[src/rtl/osd_rom_arbiter.sv]
// osd_rom_arbiter: round-robin arbiter and tagged read sequencer sharing the OSD glyph ROM
module osd_rom_arbiter #(
  parameter int PORT_NUM = 5,
  parameter int ADDR_W   = 13,
  parameter int DATA_W   = 16,
  parameter int RD_LAT   = 1
) (
  input  logic                       i_clk,
  input  logic                       i_rst,
  input  logic [PORT_NUM-1:0]        i_req,
  input  logic [PORT_NUM*ADDR_W-1:0] i_addr,
  output logic [PORT_NUM-1:0]        o_ack,
  output logic [PORT_NUM-1:0]        o_rom_sel,
  output logic [ADDR_W-1:0]          o_rom_addr,
  input  logic [DATA_W-1:0]          i_rom_data,
  output logic [PORT_NUM-1:0]        o_rvalid,
  output logic [DATA_W-1:0]          o_rdata
);
  localparam int PW = (PORT_NUM > 1) ? $clog2(PORT_NUM) : 1;
  logic [PW-1:0] ptr_q, ptr_d, win_idx;
  logic found;
  logic [PORT_NUM-1:0] sel_q, sel_d;
  logic [ADDR_W-1:0] addr_q, addr_d;
  logic [RD_LAT-1:0][PORT_NUM-1:0] tag_q, tag_d;
  // first requester at or after ptr wins; nothing is granted while in reset
  always_comb begin
    found = 1'b0;
    win_idx = ptr_q;
    for (int i = 0; i < PORT_NUM; i++) begin
      if (!found && i_req[(int'(ptr_q) + i) % PORT_NUM]) begin
        found = 1'b1;
        win_idx = PW'((int'(ptr_q) + i) % PORT_NUM);
      end
    end
    found = found & ~i_rst;
  end
  // grant, ROM request and tag pipeline next state
  always_comb begin
    o_ack = found ? PORT_NUM'(1) << win_idx : '0;
    sel_d = o_ack;
    addr_d = found ? i_addr[int'(win_idx)*ADDR_W +: ADDR_W] : addr_q;
    ptr_d = !found ? ptr_q : (int'(win_idx) == PORT_NUM - 1) ? '0 : win_idx + PW'(1);
    tag_d = tag_q;
    tag_d[0] = sel_q;
    for (int i = 1; i < RD_LAT; i++) tag_d[i] = tag_q[i-1];
  end
  // state registers; reset also drops every read still in flight
  always_ff @(posedge i_clk) begin
    if (i_rst) begin
      ptr_q  <= '0;
      sel_q  <= '0;
      addr_q <= '0;
      tag_q  <= '0;
    end else begin
      ptr_q  <= ptr_d;
      sel_q  <= sel_d;
      addr_q <= addr_d;
      tag_q  <= tag_d;
    end
  end
  assign o_rom_sel  = sel_q;
  assign o_rom_addr = addr_q;
  assign o_rvalid   = tag_q[RD_LAT-1];
  assign o_rdata    = |o_rvalid ? i_rom_data : '0;
endmodule

[config.mk]
export PLATFORM = sky130hd
export DESIGN_NAME = osd_rom_arbiter
export DESIGN_NICKNAME = d
export VERILOG_FILES = /design/src/rtl/osd_rom_arbiter.sv
export SDC_FILE = /design/constraint.sdc
export NUM_CORES = 1
export LEC_CHECK = 0
export ABC_AREA = 1
export ABC_CLOCK_PERIOD_IN_PS = 6600
export CAP_MARGIN = 20
export CORE_MARGIN = 10
export CORE_UTILIZATION = 25
export CTS_BUF_LIST = sky130_fd_sc_hd__clkbuf_16
export DETAILED_ROUTE_END_ITERATION = 8
export HOLD_SLACK_MARGIN = 0.1
export PLACE_DENSITY = 0.6
export SLEW_MARGIN = 20
export SYNTH_ARGS = -nofsm -noshare
export SYNTH_HDL_FRONTEND = slang
export SYNTH_SLANG_ARGS = --single-unit
[constraint.sdc]
create_clock -name i_clk -period 6.6 [get_ports i_clk]
set_clock_uncertainty 0.2 [all_clocks]
set_input_delay 1.32 -clock i_clk [delete_from_list [all_inputs] [get_ports i_clk]]
set_output_delay 1.32 -clock i_clk [all_outputs]
set_load 0.005 [all_outputs]
==> results of run 1 <==
-- cell families (layout without fill, tap and decap cells) --
| group | after synthesis | after routing | synth area share |
|---|---|---|---|
| and+or+nand+nor | 345 | 345 | 0.473 |
| buffers and inverters | 153 | 280 | 0.187 |
| AOI/OAI and AO/OA | 59 | 59 | 0.0957 |
| DFF | 26 | 26 | 0.151 |
| adders and majority gates | 22 | 22 | 0.0800 |
| xor gates and xnor gates | 5 | 5 | 0.0127 |
-- through the flow --
stage	hold WS, ns	setup TNS (ns)	power (W)
global placement	0.209	0	0.00286
finish	0.216	0	0.00302
detailed placement	0.211	0	0.00284
CTS	0.221	0	0.00304
global route	0.238	-0.0176	0.00342
floorplan	0.220	0	0.00227
-- metal layers --
| layer | vias to the layer above | track usage | share of wire |
|---|---|---|---|
| met5 | - | 0 | 0 |
| met4 | 0 | 0.0181 | 0.0064 |
| met2 | 115 | 0.186 | 0.46 |
| li1 | 2155 | - | - |
| met3 | 10 | 0.0444 | 0.10 |
| met1 | 1681 | 0.140 | 0.43 |
-- sequential cells by signal (all words and copies together) (netlist names) --
| name | cells |
|---|---|
| o_rom_addr | 13 |
| o_rom_sel | 5 |
| o_rvalid | 5 |
| ptr_q | 3 |
-- worst max-delay path, delay by kind of cell (launching register included) --
| family | cells | cell delay, ns |
|---|---|---|
| simple gates | 15 | 1.41 |
| buf+inv | 9 | 1.11 |
| fa+ha+maj | 5 | 1.07 |
| flops | 1 | 0.37 |
| xor+xnor | 1 | 0.19 |
| compound gates | 1 | 0.16 |
-- synth_stat cells --
cell	instances
sky130_fd_sc_hd__xnor2_1	1
sky130_fd_sc_hd__buf_6	7
sky130_fd_sc_hd__o211ai_1	4
sky130_fd_sc_hd__inv_2	11
sky130_fd_sc_hd__o21ai_4	1
sky130_fd_sc_hd__nand3_1	105
sky130_fd_sc_hd__dfxtp_1	26
sky130_fd_sc_hd__nor2_8	1
sky130_fd_sc_hd__nand4_1	10
sky130_fd_sc_hd__nand3_4	2
sky130_fd_sc_hd__o21ai_1	9
sky130_fd_sc_hd__nand2_2	16
sky130_fd_sc_hd__o22ai_1	1
sky130_fd_sc_hd__ha_1	22
sky130_fd_sc_hd__buf_2	5
sky130_fd_sc_hd__a21oi_2	1
sky130_fd_sc_hd__o21ai_0	9
sky130_fd_sc_hd__nor2_1	27
sky130_fd_sc_hd__clkbuf_1	8
sky130_fd_sc_hd__nor2_4	2
sky130_fd_sc_hd__or2_1	1
sky130_fd_sc_hd__inv_1	119
sky130_fd_sc_hd__or2_2	1
sky130_fd_sc_hd__nand3_2	5
sky130_fd_sc_hd__nand2_4	5
sky130_fd_sc_hd__nor2_2	1
sky130_fd_sc_hd__o21ai_2	2
sky130_fd_sc_hd__a21oi_1	32
sky130_fd_sc_hd__nor3_1	1
sky130_fd_sc_hd__inv_4	1
sky130_fd_sc_hd__buf_4	2
sky130_fd_sc_hd__xor2_1	4
sky130_fd_sc_hd__nand2_1	168
-- placed cells by master (no fill, tap or decap), types with 2 or more instances in the layout --
| cell type | n |
|---|---|
| sky130_fd_sc_hd__xor2_1 | 3 |
| sky130_fd_sc_hd__clkdlybuf4s50_1 | 131 |
| sky130_fd_sc_hd__ha_1 | 21 |
| sky130_fd_sc_hd__buf_4 | 14 |
| sky130_fd_sc_hd__dfxtp_1 | 25 |
| sky130_fd_sc_hd__inv_1 | 118 |
| sky130_fd_sc_hd__o21ai_2 | 2 |
| sky130_fd_sc_hd__o21ai_0 | 9 |
| sky130_fd_sc_hd__nand3_2 | 5 |
| sky130_fd_sc_hd__inv_2 | 12 |
| sky130_fd_sc_hd__a21oi_1 | 32 |
| sky130_fd_sc_hd__nor2_1 | 27 |
| sky130_fd_sc_hd__nand3_4 | 2 |
| sky130_fd_sc_hd__nand2_1 | 167 |
| sky130_fd_sc_hd__nand2_4 | 6 |
| sky130_fd_sc_hd__nor2_4 | 2 |
| sky130_fd_sc_hd__o21ai_1 | 9 |
| sky130_fd_sc_hd__clkbuf_16 | 3 |
| sky130_fd_sc_hd__nand3_1 | 105 |
| sky130_fd_sc_hd__nand4_1 | 10 |
| sky130_fd_sc_hd__o211ai_1 | 4 |
| sky130_fd_sc_hd__nand2_2 | 16 |
-- cell type report --
class / instances / area [um^2] / share of cell area
repair buffers: 145 / 1420 / 0.280
well taps: 176 / 220 / 0.0436
multi-input cells: 431 / 2290 / 0.454
clock buffers: 3 / 75.1 / 0.0149
inverters: 131 / 494 / 0.0978
flip-flops and latches: 26 / 522 / 0.103
clock inverters: 1 / 30.0 / 0.00595
-- how the worst min path moves through the flow --
stage          slack [ns]         start          end
2_1_floorplan        0.22  o_rom_sel[0]  o_rvalid[0]
3_3_place_gp         0.21  o_rom_sel[4]  o_rvalid[4]
3_5_place_dp         0.21  o_rom_sel[4]  o_rvalid[4]
4_1_cts              0.22  o_rom_sel[3]  o_rvalid[3]
5_1_grt              0.24  o_rom_sel[3]  o_rvalid[3]
6_report             0.22  o_rom_sel[3]  o_rvalid[3]
-- power by group through the flow --
stage,combinational [W],clock (W),sequential [W]
6_report,0.00263,0.000175,0.000222
2_1_floorplan,0.00205,0,0.000225
3_3_place_gp,0.00263,0,0.000225
3_5_place_dp,0.00262,0,0.000226
4_1_cts,0.00263,0.000181,0.000222
5_1_grt,0.00301,0.000186,0.000227
-- timing repair --
item | in CTS | in global routing
gates resized for setup | 0 | 6
setup buffers | 0 | 3
hold buffers | 0 | 0
endpoints found under the setup margin | 0 | 5
==> impl_summary.log, run 1 <==
INFO  metric run_status = finished, final reports clean
INFO  metric timing.critical_path.mode_cell = sky130_fd_sc_hd__nand2_1
INFO  metric worstPathArrival = 4.59 ns
INFO  metric timing.final.crit_share = 0.926
INFO  metric grt_start_max_net_pins = 32
INFO  metric synth_largest_area_cell = sky130_fd_sc_hd__nand2_1
INFO  metric timing.hold.worst.class = reg2reg
INFO  metric finalInstanceArea = 5050 um^2
INFO  metric layout-area-overhead-vs-synth = 46.9%
INFO  metric numCtsBuffers = 3
INFO  metric drv_cap = 0
INFO  metric switching_power_as_a_share_of_total_power = 0.578
INFO  metric antenna_found_initial = 0
INFO  metric timing.final.max_slew_violations = 0
INFO  metric pin_count = 132
INFO  metric cp_max_fo = 13
INFO  metric power-per-cell-area = 599 nW/um^2
INFO  metric clockRootBuffer = sky130_fd_sc_hd__clkbuf_16
INFO  metric synthDistinctLibCells = 33
INFO  metric syn_area_per_cell = 5.64 um^2
INFO  metric synth_sequential_area_ratio = 0.151
INFO  metric post_synthesis_cell_area = 3440 um^2
INFO  metric first_global_vias = 3754
INFO  metric routabilityCongestion = 0.812
INFO  metric grt_overflow_total = 0
INFO  metric synthesized_flop_and_latch_total = 26
INFO  metric yosysWarnings = 0
INFO  metric die_height = 137 um
INFO  metric part_of_the_total_power_dissipated_in_the_clock_network = 0.058
INFO  metric cts_tree = built
INFO  metric num-fill-cells = 1490
INFO  metric routed_wl = 11500 um
INFO  metric hold_viol_final = 0
INFO  metric final_util = 0.378
INFO  metric timing.critical_path.from_type = register
INFO  metric internal-power = 0.00128 W
INFO  metric final_period_minus_worst_setup_slack = 6.11 ns
INFO  metric initial_utilization = 0.258
INFO  metric setup_ws = 0.489 ns
INFO  metric dr_total_vias = 3961
INFO  metric worstSetupEndpointType = output port
INFO  metric floorplan.die_area = 18800 um^2
INFO  metric row_count = 42
INFO  metric cts_max_level = 1
INFO  metric worst_r2r_path_depth = 29
INFO  metric critical_path.reg2reg.startpoint = ptr_q[1]
INFO  metric critical_path.max_stage_delay = 0.53 ns
INFO  metric cts_max_path_buffers = 2
INFO  metric ir_drop = 0.461 mV
INFO  metric static-leakage-power = 2.57 nW
INFO  metric rr_endpoint = o_rom_addr[3]
INFO  metric slew_headroom = 0.668
INFO  metric timing.fmax = 0.164 GHz
INFO  metric worst-r2r-setup-slack = 2.16 ns
INFO  metric critical_path_required = 5.08 ns
INFO  metric global_route.usage.total = 0.114
INFO  metric grt_first_pass_wirelength = 18000 um
INFO  metric wl_per_cell = 12.6 um
INFO  metric die_width = 137 um
INFO  metric drt-vias-per-instance = 4.34
INFO  metric syn_inst = 610
INFO  metric num-nets-final = 848
INFO  metric floorplan.core_area = 13300 um^2
INFO  metric power.switching = 0.00175 W
INFO  metric dpl_wire_length = 9540 um
INFO  metric final_antenna_net_count = 0
INFO  metric antenna_cells = 0
INFO  metric drtIter0Drc = 196
INFO  metric cts.clk_slew.worst_paths = 0.07 ns
INFO  metric worstMarginPinSlew = 0.496 ns
INFO  metric type_of_the_setup_path_with_the_least_slack = reg2out
INFO  metric finalSetupViolCount = 0
INFO  metric synth.top_cells.by_area = sky130_fd_sc_hd__nand2_1 18%, sky130_fd_sc_hd__nand3_1 15%, sky130_fd_sc_hd__dfxtp_1 15%
INFO  metric combinationalPowerShare = 0.869
INFO  metric postSynthNetCount = 720
INFO  metric finalNonFillerCells = 913
INFO  metric cp-endpoint = o_ack[3]
INFO  metric port_buffers = 131
INFO  metric count_of_placed_standard_cells_including_taps = 906
INFO  metric clock_sink_count = 26
INFO  metric hold_path_depth = 2
INFO  metric sequential_group_share_of_total_power = 0.073
INFO  metric crit_start = ptr_q[1]
INFO  metric worst_slack_at_placement = 0.447 ns
INFO  metric placed_area = 4900 um^2
INFO  metric drc = 0
INFO  metric drt_first_pass_iters = 5
INFO  metric insertion_delay_to_the_later_sink_of_the_worst_skew_pair = 0.26 ns
INFO  metric synth_top_cell_area_share = 0.183
INFO  metric drive_above_1_share = 0.0977
INFO  metric cell_type_of_the_slowest_stage_on_the_worst_timing_path = sky130_fd_sc_hd__clkdlybuf4s50_1
Power figures use the tool's default switching activity.
==> run 2: changes to the inputs <==
RECOVER_POWER = 25   (was unset)
==> run 2 against run 1 <==
Against the previous run: die area is the same; critical path type unchanged; sequential share of layout area is essentially flat; register-to-register slack lost 0.03 ns.
==> impl_summary.log, run 2 (synthesis gave the netlist of run 1 again) <==
INFO  metric timing.fmax = 0.164 GHz (about the same)
INFO  metric antenna_found_initial = 1 (+1)
INFO  metric largest_register_ffs = 13 (unchanged)
INFO  metric floorplan.die_area = 18800 um^2 (unchanged)
INFO  metric p_total = 0.00301 W (-0.35%)
INFO  metric commonest_cells_after_routing_fill_and_taps_aside = 167 x sky130_fd_sc_hd__nand2_1, 118 x sky130_fd_sc_hd__inv_1, 118 x sky130_fd_sc_hd__clkdlybuf4s50_1, 105 x sky130_fd_sc_hd__nand3_1, 32 x sky130_fd_sc_hd__a21oi_1
INFO  metric placed_area = 4900 um^2 (unchanged)
INFO  metric drtIter0Drc = 232 (+18%)
INFO  metric min_to = o_rvalid[3]
INFO  metric worst-r2r-setup-slack = 2.13 ns (-0.03 ns)
INFO  metric power-per-cell-area = 597 nW/um^2 (-0.33%)
INFO  metric hold_path_depth = 2 (unchanged)
INFO  metric slew_headroom = 0.367 (-0.301)
INFO  metric layout_commonest_cell = sky130_fd_sc_hd__nand2_1
INFO  metric floorplan.core_area = 13300 um^2 (unchanged)
INFO  metric power.switching = 0.00174 W (-0.32%)
INFO  metric final_util = 0.378 (about the same)
INFO  metric grt_start_max_net_pins = 32 (unchanged)
INFO  metric routabilityCongestion = 0.812 (unchanged)
INFO  metric cts.clk_slew.worst_paths = 0.07 ns (about the same)
INFO  metric cell_type_of_the_slowest_stage_on_the_worst_timing_path = sky130_fd_sc_hd__clkdlybuf4s50_1
INFO  metric groute.layer.met1.usage = 0.140 (unchanged)
INFO  metric static-leakage-power = 2.60 nW (+1.3%)
INFO  metric internal-power = 0.00127 W (-0.40%)
INFO  metric met3_usage = 0.0444 (unchanged)
INFO  metric wl_per_cell = 12.5 um (-0.57%)
INFO  metric cts_hold_repair.buffers = 0 (unchanged)
INFO  metric final_period_minus_worst_setup_slack = 6.11 ns (-0.00184 ns)
INFO  metric type_of_the_setup_path_with_the_least_slack = reg2out
INFO  metric timing.critical_path.from_type = register
INFO  metric drc = 0 (unchanged)
INFO  metric rr_endpoint = o_rom_addr[7]
INFO  metric switching_power_as_a_share_of_total_power = 0.578 (about the same)
INFO  metric die_height = 137 um (unchanged)
INFO  metric timing.critical_path.mode_cell = sky130_fd_sc_hd__nand2_1
INFO  metric clockRootBuffer = sky130_fd_sc_hd__clkbuf_16
INFO  metric sequential_group_share_of_total_power = 0.074 (about the same)
INFO  metric port_buffers = 131 (unchanged)
INFO  metric initial_utilization = 0.258 (unchanged)
INFO  metric global_route.usage.total = 0.114 (unchanged)
INFO  metric cts_max_level = 1 (unchanged)
INFO  metric clock_sink_count = 26 (unchanged)
INFO  metric critical_path_required = 5.08 ns (about the same)
INFO  metric timing.hold.worst.class = reg2reg
INFO  metric insertion_delay_to_the_later_sink_of_the_worst_skew_pair = 0.26 ns (about the same)
INFO  metric timing.final.crit_share = 0.926 (about the same)
INFO  metric busiest_layer = met2
INFO  metric cp_max_fo = 13 (unchanged)
INFO  metric ir_drop = 0.458 mV (-0.60%)
INFO  metric finalSetupViolCount = 0 (unchanged)
INFO  metric pin_count = 132 (unchanged)
INFO  metric layout-area-overhead-vs-synth = 46.8% (about the same)
INFO  metric combinationalPowerShare = 0.868 (about the same)
INFO  metric worstMarginPinSlew = 0.950 ns (+0.453 ns)
INFO  metric worstSetupEndpointType = output port
INFO  metric cts_max_path_buffers = 2 (unchanged)
INFO  metric timing.final.max_slew_violations = 0 (unchanged)
INFO  metric grt.met2_usage = 0.186 (unchanged)
INFO  metric first_global_vias = 3754 (unchanged)
INFO  metric drt_first_pass_iters = 4 (-1)
INFO  metric grt_first_pass_wirelength = 18000 um (unchanged)
INFO  metric critical_path.max_stage_delay = 0.53 ns (about the same)
INFO  metric hold_path_startpoint = o_rom_sel[3]
INFO  metric run_status = finished, final reports clean
INFO  metric drive_above_1_share = 0.0963 (-0.00136)
INFO  metric routed_wl = 11400 um (-0.46%)
INFO  metric grt_overflow_total = 0 (unchanged)
INFO  metric tns = 0 ns (unchanged)
INFO  metric num-nets-final = 848 (unchanged)
INFO  metric hold_viol_final = 0 (unchanged)
INFO  metric row_count = 42 (unchanged)
INFO  metric dpl_wire_length = 9540 um (unchanged)
INFO  metric part_of_the_total_power_dissipated_in_the_clock_network = 0.058 (about the same)
INFO  metric drt-vias-per-instance = 4.32 (-0.39%)
INFO  metric die_width = 137 um (unchanged)
INFO  metric drv_cap = 0 (unchanged)
INFO  metric worstPathArrival = 4.59 ns (about the same)
INFO  metric worst_r2r_path_depth = 29 (unchanged)
INFO  metric finalInstanceArea = 5050 um^2 (about the same)
INFO  metric cts_tree = built
INFO  metric final_antenna_net_count = 0 (unchanged)
INFO  metric dr_total_vias = 3950 (-0.28%)
INFO  metric critical_path.reg2reg.startpoint = ptr_q[1]
INFO  metric numCtsBuffers = 3 (unchanged)
## run 2: changes by cell type in the layout (fill, tap and decap cells not counted), sizes merged
cell,delta
dlygate4sd3,+13
clkdlybuf4s50,-13
clkbuf,+1
diode,+1
buf,-1
## run 2: power groups by stage
stage | combinational, W | clock (W) | sequential (W)
finish | 0.00262 | 0.000175 | 0.000222
global route | 0.00300 | 0.000186 | 0.000227
CTS | 0.00263 | 0.000181 | 0.000222
detailed placement | 0.00262 | 0 | 0.000226
global placement | 0.00263 | 0 | 0.000225
floorplan | 0.00205 | 0 | 0.000225
## run 2: worst max-delay path by stage
stage / from / endpoint / slack (ns)
after floorplan: ptr_q[0] / o_ack[3] / 1.20
after global placement: ptr_q[1] / o_ack[4] / 0.56
after detailed placement: ptr_q[1] / o_ack[4] / 0.45
after CTS: ptr_q[1] / o_ack[4] / 0.14
after global routing: ptr_q[1] / o_ack[3] / -0.02
final: ptr_q[1] / o_ack[3] / 0.49
## run 2: metrics by stage
step	std cells	setup WS, ns	hold WS [ns]
after CTS	910	0.137	0.221
after detailed placement	906	0.447	0.211
after global placement	906	0.559	0.209
after floorplan	610	1.20	0.220
after global routing	913	-0.0176	0.235
final	914	0.491	0.213
## run 2: what timing repair did
| action | in CTS | in global routing |
|---|---|---|
| gates resized for setup | 0 | 6 |
| endpoints found under the setup margin | 0 | 5 |
| buffers inserted | 0 | 3 |
## run 2: critical path, delay by kind of cell, from the launching register on
family	cells	cell delay (ns)
buffers and inverters	9	1.11
flip-flops	1	0.37
AO/OA/AOI/OAI	1	0.17
XOR/XNOR	1	0.19
adder cells (fa/ha/maj)	5	1.07
AND/OR/NAND/NOR	15	1.41
## run 2: routing by layer
layer	up-vias	share of wire	routed length, um
li1	2156	-	-
met1	1660	0.42	4820
met2	123	0.46	5260
met3	11	0.11	1260
met4	0	0.0064	73
met5	-	0	0
## run 2: final cells by class
cell class | count | area [um^2]
Multi-Input combinational cell | 431 | 2290
Clock inverter | 1 | 30.0
Clock buffer | 3 | 75.1
Sequential cell | 26 | 522
Inverter | 131 | 494
Fill cell | 1491 | 8300
Tap cell | 176 | 220
Antenna cell | 1 | 2.50
Timing Repair Buffer | 145 | 1410
==> run 3: changes to the inputs <==
CTS_BUF_LIST = sky130_fd_sc_hd__clkbuf_4   (was sky130_fd_sc_hd__clkbuf_16)
==> run 3 against run 2 <==
Against the previous run: register-to-register slack better by 0.08 ns; via count decreased by 0.23%; sequential share of layout area rose by 0.17 points; largest cell class unchanged; critical endpoint unchanged; global-route usage about the same; sequential power hardly changed; worst setup slack worse by 0.012 ns; design area down 0.92%; non-clock buffer count shrank 2; clock-buffer cell count stayed put.
==> impl_summary.log, run 3 (synthesis gave the netlist of run 1 again) <==
INFO  metric worst_r2r_path_depth = 29 (unchanged)
INFO  metric critical_path_required = 5.08 ns (about the same)
INFO  metric timing.hold.worst.class = reg2reg
INFO  metric slew_headroom = 0.360 (-0.00686)
INFO  metric numCtsBuffers = 3 (unchanged)
INFO  metric die_height = 137 um (unchanged)
INFO  metric switching_power_as_a_share_of_total_power = 0.588 (+0.00985)
INFO  metric cell_type_of_the_slowest_stage_on_the_worst_timing_path = sky130_fd_sc_hd__clkdlybuf4s50_1
INFO  metric run_status = finished, final reports clean
INFO  metric grt_start_max_net_pins = 32 (unchanged)
INFO  metric power-per-cell-area = 588 nW/um^2 (-1.4%)
INFO  metric routabilityCongestion = 0.812 (unchanged)
INFO  metric wl_per_cell = 12.5 um (about the same)
INFO  metric finalSetupViolCount = 0 (unchanged)
INFO  metric cts_max_level = 1 (unchanged)
INFO  metric insertion_delay_to_the_later_sink_of_the_worst_skew_pair = 0.33 ns (+0.07 ns)
INFO  metric drtIter0Drc = 202 (-13%)
INFO  metric timing.final.max_slew_violations = 0 (unchanged)
INFO  metric cts_tree = built
INFO  metric drv_cap = 0 (unchanged)
INFO  metric row_count = 42 (unchanged)
INFO  metric num-nets-final = 846 (-0.24%)
INFO  metric worstSetupEndpointType = output port
INFO  metric setup_ws = 0.479 ns (-0.0115 ns)
INFO  metric drc = 0 (unchanged)
INFO  metric hold_path_depth = 2 (unchanged)
INFO  metric worst_slack_at_placement = 0.447 ns (unchanged)
INFO  metric hold_path_startpoint = o_rom_sel[4]
INFO  metric largest_register_ffs = 13 (unchanged)
INFO  metric type_of_the_setup_path_with_the_least_slack = reg2out
INFO  metric critical_path.max_stage_delay = 0.53 ns (about the same)
INFO  metric static-leakage-power = 2.57 nW (-1.2%)
INFO  metric routed_wl = 11400 um (-0.22%)
INFO  metric num-fill-cells = 1495 (+0.27%)
INFO  metric drt_first_pass_iters = 4 (unchanged)
INFO  metric pin_count = 132 (unchanged)
INFO  metric first_global_vias = 3723 (-0.83%)
INFO  metric drive_above_1_share = 0.0980 (+0.00162)
INFO  metric power.switching = 0.00173 W (-0.66%)
INFO  metric final_antenna_net_count = 0 (unchanged)
INFO  metric commonest_cells_after_routing_fill_and_taps_aside = 166 x sky130_fd_sc_hd__nand2_1, 118 x sky130_fd_sc_hd__inv_1, 118 x sky130_fd_sc_hd__clkdlybuf4s50_1, 105 x sky130_fd_sc_hd__nand3_1, 32 x sky130_fd_sc_hd__a21oi_1
INFO  metric cts_max_path_buffers = 2 (unchanged)
INFO  metric cts.clk_slew.worst_paths = 0.15 ns (+0.08 ns)
INFO  metric clock_sink_count = 26 (unchanged)
INFO  metric whs = 0.216 ns (+0.00307 ns)
INFO  metric timing.critical_path.mode_cell = sky130_fd_sc_hd__nand2_1
INFO  metric layout-area-overhead-vs-synth = 45.5%
INFO  metric sequential_group_share_of_total_power = 0.076 (+0.002)
INFO  metric internal-power = 0.00121 W (-4.6%)
INFO  metric cp_max_fo = 13 (unchanged)
INFO  metric final_util = 0.375 (-0.00347)
INFO  metric floorplan.core_area = 13300 um^2 (unchanged)
INFO  metric ir_drop = 0.455 mV (-0.69%)
INFO  metric layout_commonest_cell = sky130_fd_sc_hd__nand2_1
INFO  metric die_width = 137 um (unchanged)
INFO  metric timing.fmax = 0.163 GHz (-0.19%)
INFO  metric initial_utilization = 0.258 (unchanged)
INFO  metric part_of_the_total_power_dissipated_in_the_clock_network = 0.038 (-0.020)
INFO  metric grt_overflow_total = 0 (unchanged)
INFO  metric timing.final.crit_share = 0.927 (+0.00174)
INFO  metric antenna_found_initial = 1 (unchanged)
INFO  metric worstMarginPinSlew = 0.960 ns (+0.0103 ns)
INFO  metric global_route.usage.total = 0.113 (-0.000151)
INFO  metric floorplan.die_area = 18800 um^2 (unchanged)
INFO  metric timing.critical_path.from_type = register
INFO  metric critical_path.reg2reg.startpoint = ptr_q[1]
INFO  metric hold_viol_final = 0 (unchanged)
INFO  metric port_buffers = 131 (unchanged)
INFO  metric min_to = o_rvalid[4]
INFO  metric combinationalPowerShare = 0.886 (+0.018)
INFO  metric worstPathArrival = 4.60 ns (about the same)
INFO  metric worst-r2r-setup-slack = 2.21 ns (+0.08 ns)
INFO  metric rr_endpoint = o_rom_addr[3]
INFO  metric drt-vias-per-instance = 4.32 (about the same)
INFO  metric dr_total_vias = 3941 (-0.23%)
INFO  metric final_period_minus_worst_setup_slack = 6.12 ns (+0.0115 ns)
INFO  metric dpl_wire_length = 9540 um (unchanged)
INFO  metric grt_first_pass_wirelength = 17900 um (-0.31%)
INFO  metric clockRootBuffer = sky130_fd_sc_hd__clkbuf_4
==> run 3: layout make-up <==
cell class	count	area, um^2	share of cell area
Antenna cell	1	2.50	0.000500
Clock buffer	3	22.5	0.00450
Clock inverter	1	30.0	0.00600
Inverter	131	497	0.0993
Multi-Input combinational cell	431	2310	0.461
Sequential cell	26	526	0.105
Tap cell	176	220	0.0440
Timing Repair Buffer	143	1400	0.279
==> run 3: repair_timing <==
item,4_1_cts,5_1_grt
setup buffers,0,1
gates resized for setup,0,11
hold buffers,0,0
setup endpoints to repair,0,5
==> run 3: worst max-delay path: cells and delay by family (launching register included) <==
family,cells,cell delay (ns)
buf+inv,9,1.09
compound gates,1,0.17
xor+xnor,1,0.18
fa+ha+maj,5,1.02
simple gates,15,1.39
flops,1,0.41
==> run 3: power by group through the flow <==
stage | combinational, W | clock (W) | sequential [W]
3_3_place_gp | 0.00263 | 0 | 0.000225
4_1_cts | 0.00263 | 0.000115 | 0.000222
6_report | 0.00261 | 0.000112 | 0.000223
5_1_grt | 0.00300 | 0.000122 | 0.000228
2_1_floorplan | 0.00205 | 0 | 0.000225
3_5_place_dp | 0.00262 | 0 | 0.000226
==> run 3: worst max path at each step <==
stage	from	endpoint	slack [ns]	depth (start not counted)
finish	ptr_q[1]	o_ack[3]	0.48	31
global route	ptr_q[1]	o_ack[3]	-0.004	31
CTS	ptr_q[1]	o_ack[4]	0.04	30
detailed placement	ptr_q[1]	o_ack[4]	0.45	30
global placement	ptr_q[1]	o_ack[4]	0.56	30
floorplan	ptr_q[0]	o_ack[3]	1.20	32
==> run 3: metal layers <==
metal	track usage	share of wire	wire (um)
met3	0.0433	0.097	1110
met5	0	0	0
met2	0.184	0.46	5290
met1	0.141	0.43	4920
met4	0.0199	0.0057	65
==> run 3: stage by stage <==
stage / total power, W / setup TNS, ns / cell area, um^2 / cells
floorplan: 0.00227 / 0 / 3440 / 610
global placement: 0.00286 / 0 / 4900 / 906
detailed placement: 0.00284 / 0 / 4900 / 906
CTS: 0.00297 / 0 / 4960 / 910
global route: 0.00335 / -0.00434 / 5000 / 911
finish: 0.00294 / 0 / 5000 / 912
